File: config.mk
export PLATFORM = sky130hd
export DESIGN_NAME = cpu_trace_buf
export DESIGN_NICKNAME = d
export VERILOG_FILES = /design/src/rtl/cpu_pkg.sv /design/src/rtl/cpu_trace_ram.sv /design/src/rtl/cpu_trace_buf.sv
export SDC_FILE = /design/constraint.sdc
export NUM_CORES = 1
export LEC_CHECK = 0
export BUFFER_PORTS_ARGS = -buffer_cell sky130_fd_sc_hd__buf_2
export CELL_PAD_IN_SITES_DETAIL_PLACEMENT = 1
export CELL_PAD_IN_SITES_GLOBAL_PLACEMENT = 1
export CORE_MARGIN = 3
export CORE_UTILIZATION = 34
export CTS_CLUSTER_DIAMETER = 30
export DETAILED_ROUTE_END_ITERATION = 10
export PLACE_DENSITY_LB_ADDON = 0.25
export SYNTH_ARGS = -nofsm -noshare
export SYNTH_HDL_FRONTEND = slang
export SYNTH_SLANG_ARGS = --single-unit
File: constraint.sdc
create_clock -name iclk -period 5.45 [get_ports iclk]
set_input_delay 0.545 -clock iclk [delete_from_list [all_inputs] [get_ports iclk]]
set_output_delay 0.545 -clock iclk [all_outputs]
set_load 0.05 [all_outputs]
File: src/rtl/cpu_pkg.sv
// Shared types for the 8-bit CPU slice: trace-buffer modes and states.
// The trace buffer imports these so the bench and the DUT top agree on encodings.
package cpu_pkg;

  typedef enum logic [1:0] {
    TM_WRAP = 2'd0,
    TM_FILL = 2'd1,
    TM_TRIG = 2'd2,
    TM_RSVD = 2'd3
  } trace_mode_e;

  typedef enum logic [2:0] {
    ST_IDLE = 3'd0,
    ST_RUN  = 3'd1,
    ST_POST = 3'd2,
    ST_HOLD = 3'd3,
    ST_DUMP = 3'd4
  } trace_state_e;

  // The reserved encoding behaves exactly like WRAP.
  function automatic trace_mode_e trace_mode_norm(input logic [1:0] mode);
    return (mode == TM_RSVD) ? TM_WRAP : trace_mode_e'(mode);
  endfunction

endpackage

File: src/rtl/cpu_trace_ram.sv
// Simple dual-port trace RAM: synchronous write, registered read.
// Only the read register is reset, so readout data is a clean zero after reset.
module cpu_trace_ram #(
  parameter int DEPTH = 16,
  parameter int WIDTH = 40
) (
  input  logic                     clk,
  input  logic                     rst_n,
  input  logic                     we,
  input  logic [$clog2(DEPTH)-1:0] waddr,
  input  logic [WIDTH-1:0]         wdata,
  input  logic                     re,
  input  logic [$clog2(DEPTH)-1:0] raddr,
  output logic [WIDTH-1:0]         rdata
);

  logic [WIDTH-1:0] mem [DEPTH];

  // NOTE: the array has no reset so it can map onto block RAM; stale contents
  // are never observable because readout only covers entries written this session.
  always_ff @(posedge clk) begin
    if (we) mem[waddr] <= wdata;
  end

  always_ff @(posedge clk or negedge rst_n) begin
    if (!rst_n)  rdata <= '0;
    else if (re) rdata <= mem[raddr];
  end

endmodule

File: src/rtl/cpu_trace_buf.sv
// Instruction-trace capture buffer: records IR plus user registers per sample into a
// circular RAM, stops on a mode-dependent trigger, then streams entries oldest first.
module cpu_trace_buf
  import cpu_pkg::*;
#(
  parameter int DATA_W  = 8,
  parameter int NUM_USR = 4,
  parameter int DEPTH   = 16
) (
  input  logic                        iclk,
  input  logic                        irst_n,
  input  logic                        iarm,
  input  logic [1:0]                  imode,
  input  logic [$clog2(DEPTH):0]      ipost_cnt,
  input  logic                        icapture,
  input  logic                        itrig,
  input  logic [DATA_W-1:0]           iir,
  input  logic [NUM_USR*DATA_W-1:0]   iusr,
  input  logic                        idump,
  output logic [DATA_W-1:0]           oir,
  output logic [NUM_USR*DATA_W-1:0]   ousr,
  output logic                        ovalid,
  input  logic                        iready,
  output logic [$clog2(DEPTH):0]      ocount,
  output logic                        ooverflow,
  output logic [2:0]                  ostate
);

  localparam int AW = $clog2(DEPTH);
  localparam int CW = AW + 1;
  localparam int EW = DATA_W * (NUM_USR + 1);
  localparam logic [CW-1:0] FULL    = CW'(DEPTH);
  localparam logic [CW-1:0] CNT_ONE = CW'(1);
  localparam logic [AW-1:0] PTR_ONE = AW'(1);

  trace_state_e  state_q, state_d;
  trace_mode_e   mode_q;
  logic [CW-1:0] post_tgt_q, post_cnt_q, count_q, left_q;
  logic [AW-1:0] wptr_q, rptr_q;
  logic          overflow_q, valid_q;
  logic          arm, capture, dump_start, ram_re, handshake, post_done;
  logic [EW-1:0] ram_rdata;

  // Arming is refused only while a readout is in flight; arming also wins over
  // any same-cycle capture, trigger or dump request.
  assign arm        = iarm && (state_q != ST_DUMP);
  assign capture    = icapture && !arm && (state_q == ST_RUN || state_q == ST_POST);
  assign dump_start = idump && !arm && (state_q == ST_HOLD) && (count_q != '0);
  assign ram_re     = (state_q == ST_DUMP) && !valid_q;
  assign handshake  = valid_q && iready;
  assign post_done  = capture && (state_q == ST_POST) && (post_cnt_q + CNT_ONE == post_tgt_q);

  // NOTE: every combinational output gets a default first so no path can infer a latch.
  always_comb begin
    state_d = state_q;
    unique case (state_q)
      ST_IDLE: if (arm) state_d = ST_RUN;
      ST_RUN: begin
        if (arm) begin
          state_d = ST_RUN;
        end else if (itrig) begin
          if (mode_q == TM_TRIG) state_d = (post_tgt_q == '0) ? ST_HOLD : ST_POST;
          else                   state_d = ST_HOLD;
        end else if (capture && mode_q == TM_FILL && count_q == FULL - CNT_ONE) begin
          state_d = ST_HOLD;
        end
      end
      ST_POST: begin
        if (arm)            state_d = ST_RUN;
        else if (post_done) state_d = ST_HOLD;
      end
      ST_HOLD: begin
        if (arm)        state_d = ST_RUN;
        else if (idump) state_d = (count_q == '0) ? ST_IDLE : ST_DUMP;
      end
      ST_DUMP: if (handshake && left_q == CNT_ONE) state_d = ST_IDLE;
      default: state_d = ST_IDLE;
    endcase
  end

  // NOTE: sequential state uses non-blocking assignments so every register samples
  // the pre-edge values of its neighbours regardless of block ordering.
  always_ff @(posedge iclk or negedge irst_n) begin
    if (!irst_n) state_q <= ST_IDLE;
    else         state_q <= state_d;
  end

  // Session bookkeeping: write pointer, fill count, overflow and post-trigger count.
  always_ff @(posedge iclk or negedge irst_n) begin
    if (!irst_n) begin
      mode_q     <= TM_WRAP;
      post_tgt_q <= '0;
      post_cnt_q <= '0;
      wptr_q     <= '0;
      count_q    <= '0;
      overflow_q <= 1'b0;
    end else if (arm) begin
      mode_q     <= trace_mode_norm(imode);
      post_tgt_q <= ipost_cnt;
      post_cnt_q <= '0;
      wptr_q     <= '0;
      count_q    <= '0;
      overflow_q <= 1'b0;
    end else if (capture) begin
      wptr_q <= wptr_q + PTR_ONE;
      if (count_q == FULL) overflow_q <= 1'b1;
      else                 count_q    <= count_q + CNT_ONE;
      if (state_q == ST_POST) post_cnt_q <= post_cnt_q + CNT_ONE;
    end
  end

  // Readout: fetch one entry, hold it until accepted, then idle a cycle while the
  // next address is presented to the registered RAM read port.
  always_ff @(posedge iclk or negedge irst_n) begin
    if (!irst_n) begin
      rptr_q  <= '0;
      left_q  <= '0;
      valid_q <= 1'b0;
    end else if (dump_start) begin
      rptr_q  <= wptr_q - count_q[AW-1:0];
      left_q  <= count_q;
      valid_q <= 1'b0;
    end else if (state_q == ST_DUMP) begin
      if (ram_re) begin
        valid_q <= 1'b1;
      end else if (handshake) begin
        valid_q <= 1'b0;
        rptr_q  <= rptr_q + PTR_ONE;
        left_q  <= left_q - CNT_ONE;
      end
    end
  end

  cpu_trace_ram #(
    .DEPTH (DEPTH),
    .WIDTH (EW)
  ) u_ram (
    .clk   (iclk),
    .rst_n (irst_n),
    .we    (capture),
    .waddr (wptr_q),
    .wdata ({iusr, iir}),
    .re    (ram_re),
    .raddr (rptr_q),
    .rdata (ram_rdata)
  );

  assign oir       = ram_rdata[DATA_W-1:0];
  assign ousr      = ram_rdata[EW-1:DATA_W];
  assign ovalid    = valid_q;
  assign ocount    = count_q;
  assign ooverflow = overflow_q;
  assign ostate    = state_q;

endmodule
## Word-level counts from Yosys, hierarchy flattened

Memory sizes are Yosys's and may differ from the RTL's. A register that Yosys moved wholly into a read port is not among the register bits.
Index checks and enable logic that the tools add are counted.

- Add/sub/neg operators: 6
- Eq/ne operators: 19
- Muxes and demuxes: 39
- Reductions and logical operators: 33

Operators with widths:

| kind | count |
|---|---|
| 5-bit two-way mux | 10 |
| 3-bit two-way mux | 10 |
| 4-bit two-way mux | 6 |
| 3-bit one-hot mux with 5 select lines | 1 |
| 1-bit logical AND | 13 |
| 1-bit two-way mux | 11 |
| 5-bit by 1-bit adder with 5-bit output, second input constant | 2 |
| 5-bit logical NOT | 2 |
| 2-bit nonzero test | 5 |
| 3-bit inequality test, second input constant | 3 |
| 4-bit by 1-bit adder with 4-bit output, second input constant | 2 |
| 2-bit AND reduction | 4 |
| 3-bit by 2-bit equality test with 1-bit output, second input constant | 2 |
| 2-bit inequality test, second input constant | 3 |
| 5-bit by 1-bit equality test with 1-bit output, second input constant | 1 |
| 5-bit by 4-bit equality test with 1-bit output, second input constant | 1 |
| 5-bit equality test | 1 |
| 5-bit equality test, second input constant | 1 |
| 5-bit AND reduction | 1 |
| 5-bit nonzero test | 1 |
| 5-bit by 1-bit subtractor with 5-bit output, second input constant | 1 |
| 2-bit equality test, second input constant | 2 |
| 4-bit by 3-bit inequality test with 1-bit output, second input constant | 1 |
| 4-bit subtractor | 1 |
| 10 further kinds | 12 |

- Bits in registers: 35
- RAM bits: 640
- Input bits: 54
- Word-level logic and storage cells: 108
- Memories: 1

Memories:

| name | depth | width | rd ports | clocked after Yosys merged registers in | write ports | RTL line | source |
|---|---|---|---|---|---|---|---|
| u_ram.mem | 16 | 40 | 1 | 1 | 1 | cpu_trace_ram.sv:17 | `logic [WIDTH-1:0] mem [DEPTH];` |

## Depth between registers and ports, before layout

Gate-level depths: netlist (run 1).

- Depth after elaboration: 11
- Gate-level depth with buffers: 8

## Hierarchy

Synthesis (run 1) repeated with hierarchy kept, for this count alone.

- Cells, all modules: 1312
- Area, all modules: 27841.7 µm²

By module, submodules not included:

| module | instances | cells an instance | area each (µm²) | seq. area each (µm²) |
|---|---|---|---|---|
| cpu_trace_ram | 1 | 1089 | 25781.0 | 20219.4 |
| cpu_trace_buf | 1 | 223 | 2060.7 | 875.8 |

## Worst setup path after synthesis (run 1)

Ideal clock, no wire load.

- Path type: register -> register
- From: reg state_q[1] (netlist: ostate[1])
- To: mem u_ram.mem[3][0], enable pin
- Setup time: 487 ps
- Arrival: 4175 ps
- Setup slack: 789 ps
- Stages on the path, launching flop included: 7
- Buffers on the path: 2
- Period minus slack after synthesis: 4661 ps
- Cell sequence: dfrtp_1 -> buf_6 -> xnor2_1 -> and3b_2 -> buf_2 -> nand2_1 -> nor3_1

- Longest elaborated chain between the ends: 7
- Elaborated cells between the ends (all ways): 10
- Those cells by class: 3 x eq/ne; 2 x mux; 5 x reduce/logical

RTL lines:

| item | RTL line | source |
|---|---|---|
| start, declared | cpu_trace_buf.sv:36 | `trace_state_e state_q, state_d;` |
| start signal, assigned | cpu_trace_buf.sv:85 | `else state_q <= state_d;` |
| 3-bit inequality test | cpu_trace_buf.sv:46 | `assign arm = iarm && (state_q != ST_DUMP);` |
| 1-bit logical AND | cpu_trace_buf.sv:46 |  |
| 1-bit logical NOT | cpu_trace_buf.sv:47 | `assign capture = icapture && !arm && (state_q == ST_RUN \|\| state_q == ST_POST);` |
| 1-bit logical AND | cpu_trace_buf.sv:47 |  |
| 1-bit logical AND (*) | cpu_trace_buf.sv:47 |  |
| 1-bit two-way mux (*) | cpu_trace_ram.sv:22 | `if (we) mem[waddr] <= wdata;` |
| 1-bit two-way mux (implied by the code) (*) | cpu_trace_ram.sv:22 |  |
| end, declared | cpu_trace_ram.sv:17 |  |

Mark *: on every way between the ends. The rest lies on a longest branch, timed or not.

## Final worst setup path (run 1)

- From: reg state_q[0] (netlist: ostate[0])
- To: mem u_ram.mem[8][13], enable pin

The elaborated chain is that of the path after synthesis.

==> results of run 1 <==
placed cells by master (no fill, tap or decap), drive strengths merged, types with 2 or more instances in the layout:
| master | Yosys | layout |
|---|---|---|
| edfxtp | 640 | 640 |
| clkbuf | 21 | 176 |
| mux4 | 160 | 160 |
| buf | 47 | 134 |
| mux2i | 83 | 83 |
| dfrtp | 75 | 75 |
| o21ai | 56 | 56 |
| clkinv | 0 | 53 |
| a2bb2oi | 40 | 40 |
| nand2 | 38 | 38 |
| bufinv | 0 | 26 |
| clkinvlp | 0 | 26 |
| nor2 | 21 | 21 |
| inv | 15 | 19 |
| ha | 14 | 14 |
| and3 | 13 | 13 |
| xor2 | 11 | 11 |
| xnor2 | 10 | 10 |
| nand3 | 9 | 9 |
| a21oi | 9 | 9 |
| dlygate4sd3 | 0 | 6 |
| nor3b | 5 | 5 |
| a21o | 3 | 3 |
| nand4 | 3 | 3 |
| nor2b | 3 | 3 |
| and4 | 3 | 3 |
| o211ai | 3 | 3 |
| nor3 | 3 | 3 |
| nand3b | 2 | 2 |
| a221o | 2 | 2 |
| and4b | 2 | 2 |
| or3 | 2 | 2 |
| nand2b | 2 | 2 |
worst max-delay path: stages, from the launching register on:
cell and delay [ns]:
dfrtp_1 0.62, xnor2_1 0.21, and3b_2 0.47, and3_2 0.99, buf_4 0.42
metal layers:
layer  up-vias  wire, um  share of wire  global-route usage
met2       367     33100           0.48               0.260
li1       5907         -              -                   -
met1      7459     31200           0.45               0.227
met5         -        27        0.00039                   0
met4         4      1380          0.020              0.0489
met3       114      3550          0.051              0.0419
flip-flops by register name, indices dropped and copies added, names as in the netlist:
register	cells
ovalid	1
rptr_q	4
wptr_q	4
ostate	3
ocount	5
post_cnt_q	5
post_tgt_q	5
u_ram.rdata	40
left_q	5
mode_q	2
u_ram.mem	640
ooverflow	1
where the power goes:
part	internal (mW)	switching, mW
logic	1.31	1.40
registers	6.19	0.301
clock network	6.56	3.18
total	14.1	4.88
layout make-up:
class,count,area share
Clock buffer,176,0.114
Timing Repair Buffer,140,0.0234
Sequential cell,715,0.601
Inverter,15,0.00160
Clock inverter,109,0.0449
Tap cell,1060,0.0377
Multi-Input combinational cell,510,0.178
per-stage QoR:
step | total power [mW] | hold slack, ns | worst slack, ns | utilization | std cells
4_1_cts | 19.2 | 0.0414 | 2.41 | 0.436 | 2725
3_5_place_dp | 9.36 | 0.493 | 2.34 | 0.366 | 2434
2_1_floorplan | 8.61 | 0.249 | 0.789 | - | 1308
3_3_place_gp | 9.33 | 0.483 | 2.43 | 0.366 | 2434
6_report | 18.9 | 0.0919 | 2.40 | 0.436 | 2725
5_1_grt | 19.7 | 0.115 | 2.26 | 0.436 | 2725
final timing paths:
check	startpoint	endpoint	slack, ns	cells past startpoint
setup / recovery	ostate[0]	u_ram.mem[8][13]	2.40	4
hold / removal	imode[1]	mode_q[1]	0.09	3
setup reg to reg	ostate[0]	u_ram.mem[8][13]	2.40	4
hold reg to reg	u_ram.rdata[38]	u_ram.rdata[38]	0.50	2
max in group asynchronous	irst_n	rptr_q[3]	3.76	3
min in group asynchronous	irst_n	u_ram.rdata[15]	0.45	2
cells by family (layout without fill, tap and decap cells):
group / Yosys count / after routing / synth area share
flops: 715 / 715 / 0.760
mux: 243 / 243 / 0.160
compound gates: 120 / 120 / 0.0290
simple gates: 111 / 111 / 0.0217
buf+inv: 83 / 440 / 0.0160
xor+xnor: 21 / 21 / 0.00662
fa+ha+maj: 15 / 15 / 0.00703
timing repair:
item | CTS | global route
endpoints found under the hold margin | 37 | 0
hold buffers | 6 | 0
gates resized for setup | 0 | 0
setup endpoints to repair | 0 | 0
==> reports/metrics.yaml, run 1 <==
run_status:
  status: "finished, final reports clean"
detailed_routing:
  ant_nets: 0
  detail_route.wl_per_cell_um: 25.4
  routed_via_density: 5.08
  drcViolationCount: 0
  dr.pass1.iters: 5
  vias: 13851
  drt_iter0_drc: 1051
  drt_wl_total_mm: 69.2
finish:
  design_area_um2: 35100
  nets: 1603
  fillers: 7563
  diodes: 0
  regArea_um2: 21100
  drive_gt1_frac: 0.348
  syn2layout_area_growth_pct: 26.6
  multi_input_area_um2: 6260
global_routing:
  grt_pass1_wl_mm: 104
  track_usage: 0.165
  antenna_found_initial: 4
  grt_overflow: 0
  grt_max_degree: 57
  grt_pass1_vias: 15398
floorplan:
  start_util: 0.344
  io_pins: 104
  num_rows: 104
  dieArea_um2: 85100
  die_w_um: 292
  fp.dieH_um: 292
  coreArea_um2: 80700
cts:
  clk_pin_slew_worst_paths_ns: 0.05
  insertion_delay_ns: 0.73
  cts_setup_buffers: 0
  cts_htree_levels: 4
  root_buffer: "clkbuf_16"
  cts_tree: "yes"
  clkSinkCount: 715
  cts_buffer_depth: 3
  cts_buffers: 152
pwr:
  power.leakage_nw: 12.0
  powerDensity_nw_per_um2: 539
  vdd_ir_drop_max_mv: 0.269
logic_synthesis:
  synth_edf_count: 640
  netlist_instances: 1308
  async_reset_ff_frac: 0.105
  ys.flop_type: "edfxtp_1"
  synth_sequential_area_ratio: 0.760
  synth_top_area_cell: "edfxtp_1"
  synth-seq-cells: 715
  synth_area_um2: 27800
  yosys_warnings: 0
  ys_types: 50
  syn_avg_cell_area_um2: 21.2
  synth_most_common_cell: "edfxtp_1"
  synthTopCellsByArea: "edfxtp_1, mux4_2, dfrtp_1, mux2i_1, a2bb2oi_1"
  synthTopCellsByCount: "edfxtp_1, mux4_2, mux2i_1"
  synth_nets: 1377
  netlist.area_leader.share: 0.692
timing:
  finalCritPeriodShare: 0.559
  fin_tns_setup_ns: 0
  maxSlewViolCount: 0
  tightest_slew_ns: 1.10
  clock_skew_ns: 0.0606
  setup_viol: 0
  grt_setup_unrepaired: "no"
  fmax_ghz: 0.328
  final-hold-violation-count: 0
  max-slew-margin-rel: 0.267
  fin_crit_ns: 3.05
place:
  detailed_place_hpwl_mm: 37.1
  place_congestion: 0.721
  post_dp_cell_area_um2: 29500
  portBuffers: 103
critical_path:
  cp-end-kind: "flop"
  worstPathMaxFanout: 26
  timing.critical_path.from_type: "flop"
  arrival_ns: 3.43
  required_ns: 5.84
  crit_type: "reg -> reg"
flow_run:
  maxCapViolations: 0
worst_hold_path:
  min_path_type: "in -> reg"
(Power assumes the default switching activity.)
==> run 2: changes to the inputs <==
Settings changed: ABC_AREA set to 1.
Clock period 5.45 ns to 2.85 ns, I/O delays scaled along.
==> reports/metrics.yaml, run 2 <==
logic_synthesis:
  synth_top_area_cell: "edfxtp_1"
  synthTopCellsByCount: "edfxtp_1, nand2_1, nor2_1"
  synth_nets: 2421
  synth_sequential_area_ratio: 0.736
  synth_area_um2: 28700
  netlist.area_leader.share: 0.670
  synth-seq-cells: 715
  netlist_instances: 2352
  ys_types: 34
  yosys_warnings: 0
  synth_most_common_cell: "edfxtp_1"
  ys.flop_type: "edfxtp_1"
  synthTopCellsByArea: "edfxtp_1, nand2_1, dfrtp_1, o21ai_0, nor2_1"
  syn_avg_cell_area_um2: 12.2
  synth_edf_count: 640
  async_reset_ff_frac: 0.105
critical_path:
  arrival_ns: 2.92
  timing.critical_path.from_type: "flop"
  worstPathMaxFanout: 12
  r2r_start: "ostate[2]"
  crit_chain: "inv_2 -> nor2_2 -> nand2_1 -> nand2_2 -> inv_2 -> nor2_4 -> nand2_1 -> nor2_4 -> buf_4"
  crit_type: "reg -> reg"
  cp-end-kind: "flop"
  cp_slowest_cell: "nor2_4"
  cp_slowest_stage_delay_ns: 0.46
  required_ns: 3.24
  crit_start: "ostate[2]"
finish:
  largestRegisters: "u_ram.mem: 640 flops, u_ram.rdata: 40 flops"
  utilization: 0.441
  design_area_um2: 36500
  top_register: "u_ram.mem"
  layout_common_cells: "edfxtp_1, nand2_1, nor2_1"
  final_common_cell: "edfxtp_1"
  drive_gt1_frac: 0.161
  syn2layout_area_growth_pct: 27.2
  nets: 2651
  fillers: 8581
  largest_reg_flops: 640
flow_run:
  maxCapViolations: 0
pwr:
  vdd_ir_drop_max_mv: 0.722
  switchingPower_mw: 13.5
  p_int_mw: 26.4
  powerDensity_nw_per_um2: 1090
  seqPwrFrac: 0.312
  power.share.clock: 0.438
  switching_share: 0.338
  power_mw: 39.8
  power.leakage_nw: 13.4
  p_comb_frac: 0.250
floorplan:
  die_w_um: 296
  io_pins: 104
  coreArea_um2: 82800
  num_rows: 105
  dieArea_um2: 87900
  start_util: 0.347
  fp.dieH_um: 296
cts:
  cts_buffer_depth: 3
  clk_pin_slew_worst_paths_ns: 0.04
  cts-hold-fix-buffers: 52
  cts_tree: "yes"
  cts_buffers: 151
  postCtsResizedCells: 0
  root_buffer: "clkbuf_16"
  cts_htree_levels: 4
  clkSinkCount: 715
  cts_setup_buffers: 0
  insertion_delay_ns: 0.72
global_routing:
  grt_pass1_wl_mm: 127
  grt_max_degree: 136
  grt_overflow: 0
  track_usage: 0.193
  grt_pass1_vias: 20770
  antenna_found_initial: 2
timing:
  clock_skew_ns: 0.0253
  final-hold-violation-count: 0
  finalCritPeriodShare: 0.888
  maxSlewViolCount: 0
  tightest_slew_ns: 0.779
  grt_setup_unrepaired: "no"
  setup_viol: 0
  fin_crit_ns: 2.53
  fmax_ghz: 0.395
  max-slew-margin-rel: 0.481
detailed_routing:
  routed_via_density: 5.06
  ant_nets: 0
  detail_route.wl_per_cell_um: 22.1
  drcViolationCount: 0
  drt_iter0_drc: 1106
  vias: 19121
  drt_wl_total_mm: 83.5
  dr.pass1.iters: 5
run_status:
  status: "finished, final reports clean"
place:
  detailed_place_hpwl_mm: 44.3
  portBuffers: 103
  post_dp_cell_area_um2: 30800
  place_congestion: 0.785
worst_hold_path:
  min_from: "iready"
  min_path_type: "in -> reg"
==> run 2: cell types whose count changed in the layout (fill, tap and decap cells not counted), sizes merged, moves of 41 or more <==
cell,delta
nand2,+530
o22ai,+84
nor2,+258
nand3,+53
mux4,-160
inv,+41
dlygate4sd3,+46
a21oi,+77
o21ai,+206
mux2i,-83
a21boi,+79
==> run 2: power by group through the flow <==
stage	Combinational [mW]	Sequential (mW)	Clock, mW
finish	9.96	12.4	17.4
global route	11.1	12.5	18.3
CTS	10.1	12.4	17.7
detailed placement	9.97	12.6	0
global placement	9.75	12.6	0
floorplan	5.82	13.5	0
==> run 2: final timing paths <==
kind	endpoint	slack [ns]	cells after the start
worst max-delay path	u_ram.mem[6][14]	0.32	9
worst min-delay path	ostate[2]	0.06	6
worst max register to register	u_ram.mem[6][14]	0.32	9
worst min register to register	u_ram.rdata[16]	0.47	2
max in group asynchronous	u_ram.rdata[23]	1.94	3
min in group asynchronous	post_tgt_q[3]	0.17	2
==> run 2: cell families after synthesis <==
group           count (synthesis)  share of synthesized area
buf+inv                       172                     0.0280
compound gates                521                      0.102
fa+ha+maj                      15                    0.00681
simple gates                  921                      0.125
xor+xnor                        8                    0.00244
flops                         715                      0.736
==> run 2: through the flow <==
step | instances | worst slack (ns) | TNS (ns) | hold slack (ns)
6_report | 3778 | 0.319 | 0 | 0.0647
5_1_grt | 3777 | 0.0896 | 0 | 0.0718
4_1_cts | 3777 | 0.294 | 0 | 0.00323
3_5_place_dp | 3447 | 0.322 | 0 | 0.376
3_3_place_gp | 3447 | 0.358 | 0 | 0.372
2_1_floorplan | 2352 | -0.113 | -64.43 | -0.0106
==> run 2: cell type report <==
cell class | count | area, um^2 | share of cell area
Sequential cell | 715 | 21100 | 0.578
Clock buffer | 180 | 3970 | 0.109
Timing Repair Buffer | 208 | 1820 | 0.0500
Multi-Input combinational cell | 1465 | 6920 | 0.190
Tap cell | 1070 | 1340 | 0.0367
Antenna cell | 1 | 2.50 | 0.0000686
Clock inverter | 98 | 1160 | 0.0318
Inverter | 41 | 163 | 0.00446
==> run 2: critical path, delay by kind of cell (launching register included) <==
family                 cells  cell delay, ns
flip-flops                 1            0.43
AND/OR/NAND/NOR            6            1.34
buffers and inverters      3            0.45
==> run 2: metal layers <==
| metal | share of wire | routed length (um) | track usage | vias to the layer above |
|---|---|---|---|---|
| met5 | 0.00031 | 26 | 0 | - |
| met4 | 0.025 | 2060 | 0.0676 | 2 |
| met3 | 0.041 | 3450 | 0.0358 | 138 |
| met2 | 0.51 | 42500 | 0.338 | 394 |
| met1 | 0.42 | 35400 | 0.239 | 9701 |
| li1 | - | - | - | 8886 |
==> run 3: changes to the inputs <==
Settings changed: CELL_PAD_IN_SITES_DETAIL_PLACEMENT 1 to 0, MAX_ROUTING_LAYER set to met4.
==> reports/metrics.yaml, run 3 (synthesis gave the netlist of run 2 again) <==
detailed_routing:
  drcViolationCount: 0
  routed_via_density: 4.96
  dr.pass1.iters: 5
  drt_iter0_drc: 1203
  ant_nets: 0
  drt_wl_total_mm: 78.0
  vias: 18681
  detail_route.wl_per_cell_um: 20.7
global_routing:
  track_usage: 0.185
  grt_pass1_vias: 18888
  grt_max_degree: 136
  grt_pass1_wl_mm: 118
  grt_overflow: 0
  antenna_found_initial: 1
finish:
  fillers: 7538
  largestRegisters: "u_ram.mem: 640 flops, u_ram.rdata: 40 flops"
  nets: 2646
  largest_reg_flops: 640
  fin_cells: 3770
  final_common_cell: "edfxtp_1"
  multi_input_area_um2: 6920
  top_register: "u_ram.mem"
  layout_common_cells: "edfxtp_1, nand2_1, nor2_1"
  regArea_um2: 21100
  drive_gt1_frac: 0.162
  syn2layout_area_growth_pct: 26.9
  diodes: 0
cts:
  insertion_delay_ns: 0.71
  cts_htree_levels: 4
  clk_pin_slew_worst_paths_ns: 0.04
  cts_buffers: 146
  postCtsResizedCells: 0
  cts_buffer_depth: 3
  root_buffer: "clkbuf_16"
  clkSinkCount: 715
  cts_tree: "yes"
floorplan:
  num_rows: 105
  fp.dieH_um: 296
  die_w_um: 296
  start_util: 0.347
  coreArea_um2: 82800
  dieArea_um2: 87900
  io_pins: 104
pwr:
  p_int_mw: 26.3
  vdd_ir_drop_max_mv: 0.658
  seqPwrFrac: 0.317
  switchingPower_mw: 12.9
  powerDensity_nw_per_um2: 1080
  power.share.clock: 0.435
  power_mw: 39.2
  p_comb_frac: 0.249
  switching_share: 0.329
  power.leakage_nw: 13.3
critical_path:
  arrival_ns: 2.87
  worstPathMaxFanout: 21
  timing.critical_path.from_type: "flop"
  crit_start: "ostate[2]"
  cp-end-kind: "flop"
  r2r_start: "ostate[2]"
  required_ns: 3.24
  crit_type: "reg -> reg"
timing:
  maxSlewViolCount: 0
  max-slew-margin-rel: 0.473
  setup_viol: 0
  final-hold-violation-count: 0
  fmax_ghz: 0.403
  tightest_slew_ns: 0.791
  fin_crit_ns: 2.48
  finalCritPeriodShare: 0.870
  grt_setup_unrepaired: "no"
  clock_skew_ns: 0.0275
place:
  detailed_place_hpwl_mm: 41.2
  dpl.cell_count: 3447
  place_congestion: 0.796
  portBuffers: 103
flow_run:
  maxCapViolations: 0
worst_hold_path:
  min_path_type: "in -> reg"
  min_from: "iarm"
run_status:
  status: "finished, final reports clean"
-- run 3: per-layer routing --
layer  track usage  part of all wire
met1         0.232              0.44
met2         0.304              0.50
met3        0.0326             0.040
met4        0.0630             0.023
met5             -                 0
-- run 3: critical path, cell delays in order, from the launching register on --
cell     delay, ns
dfrtp_1       0.41
inv_2         0.09
nor2_2        0.11
nand2_1       0.15
nand2_2       0.11
inv_2         0.05
nor2_4        0.21
nand2_1       0.28
nor2_4        0.49
buf_12        0.27
-- run 3: worst paths after layout --
path	to	slack, ns	cells after the start
setup / recovery	u_ram.mem[4][36]	0.37	9
hold / removal	ostate[0]	0.06	5
min in group asynchronous	post_tgt_q[0]	0.18	2
max in group asynchronous	u_ram.rdata[37]	1.97	3
hold reg to reg	u_ram.rdata[29]	0.47	2
setup reg to reg	u_ram.mem[4][36]	0.37	9
-- run 3: timing repair --
action	in CTS	in global routing
setup endpoints to repair	0	0
hold endpoints to repair	686	0
setup buffers	0	0
hold buffers	52	0
-- run 3: layout make-up --
cell class,instances,area share
Inverter,41,0.00447
Tap cell,1070,0.0368
Clock inverter,91,0.0303
Multi-Input combinational cell,1465,0.190
Clock buffer,180,0.108
Sequential cell,715,0.580
Timing Repair Buffer,208,0.0501
-- run 3: power groups by stage --
stage          registers, mW  logic, mW  clock network (mW)
2_1_floorplan           13.5       5.82                   0
4_1_cts                 12.4       9.91                17.4
5_1_grt                 12.5       10.9                17.9
3_5_place_dp            12.6       9.82                   0
3_3_place_gp            12.6       9.75                   0
6_report                12.4       9.76                17.1
-- run 3: metrics by stage --
step / area (um^2) / setup TNS, ns / utilization / hold WS, ns / setup WS [ns]
floorplan: 28700 / -64.43 / - / -0.0106 / -0.113
global placement: 30800 / 0 / 0.373 / 0.372 / 0.358
detailed placement: 30800 / 0 / 0.373 / 0.375 / 0.359
CTS: 36400 / 0 / 0.440 / 0.00313 / 0.340
global route: 36400 / 0 / 0.440 / 0.0768 / 0.188
finish: 36400 / 0 / 0.440 / 0.0610 / 0.371
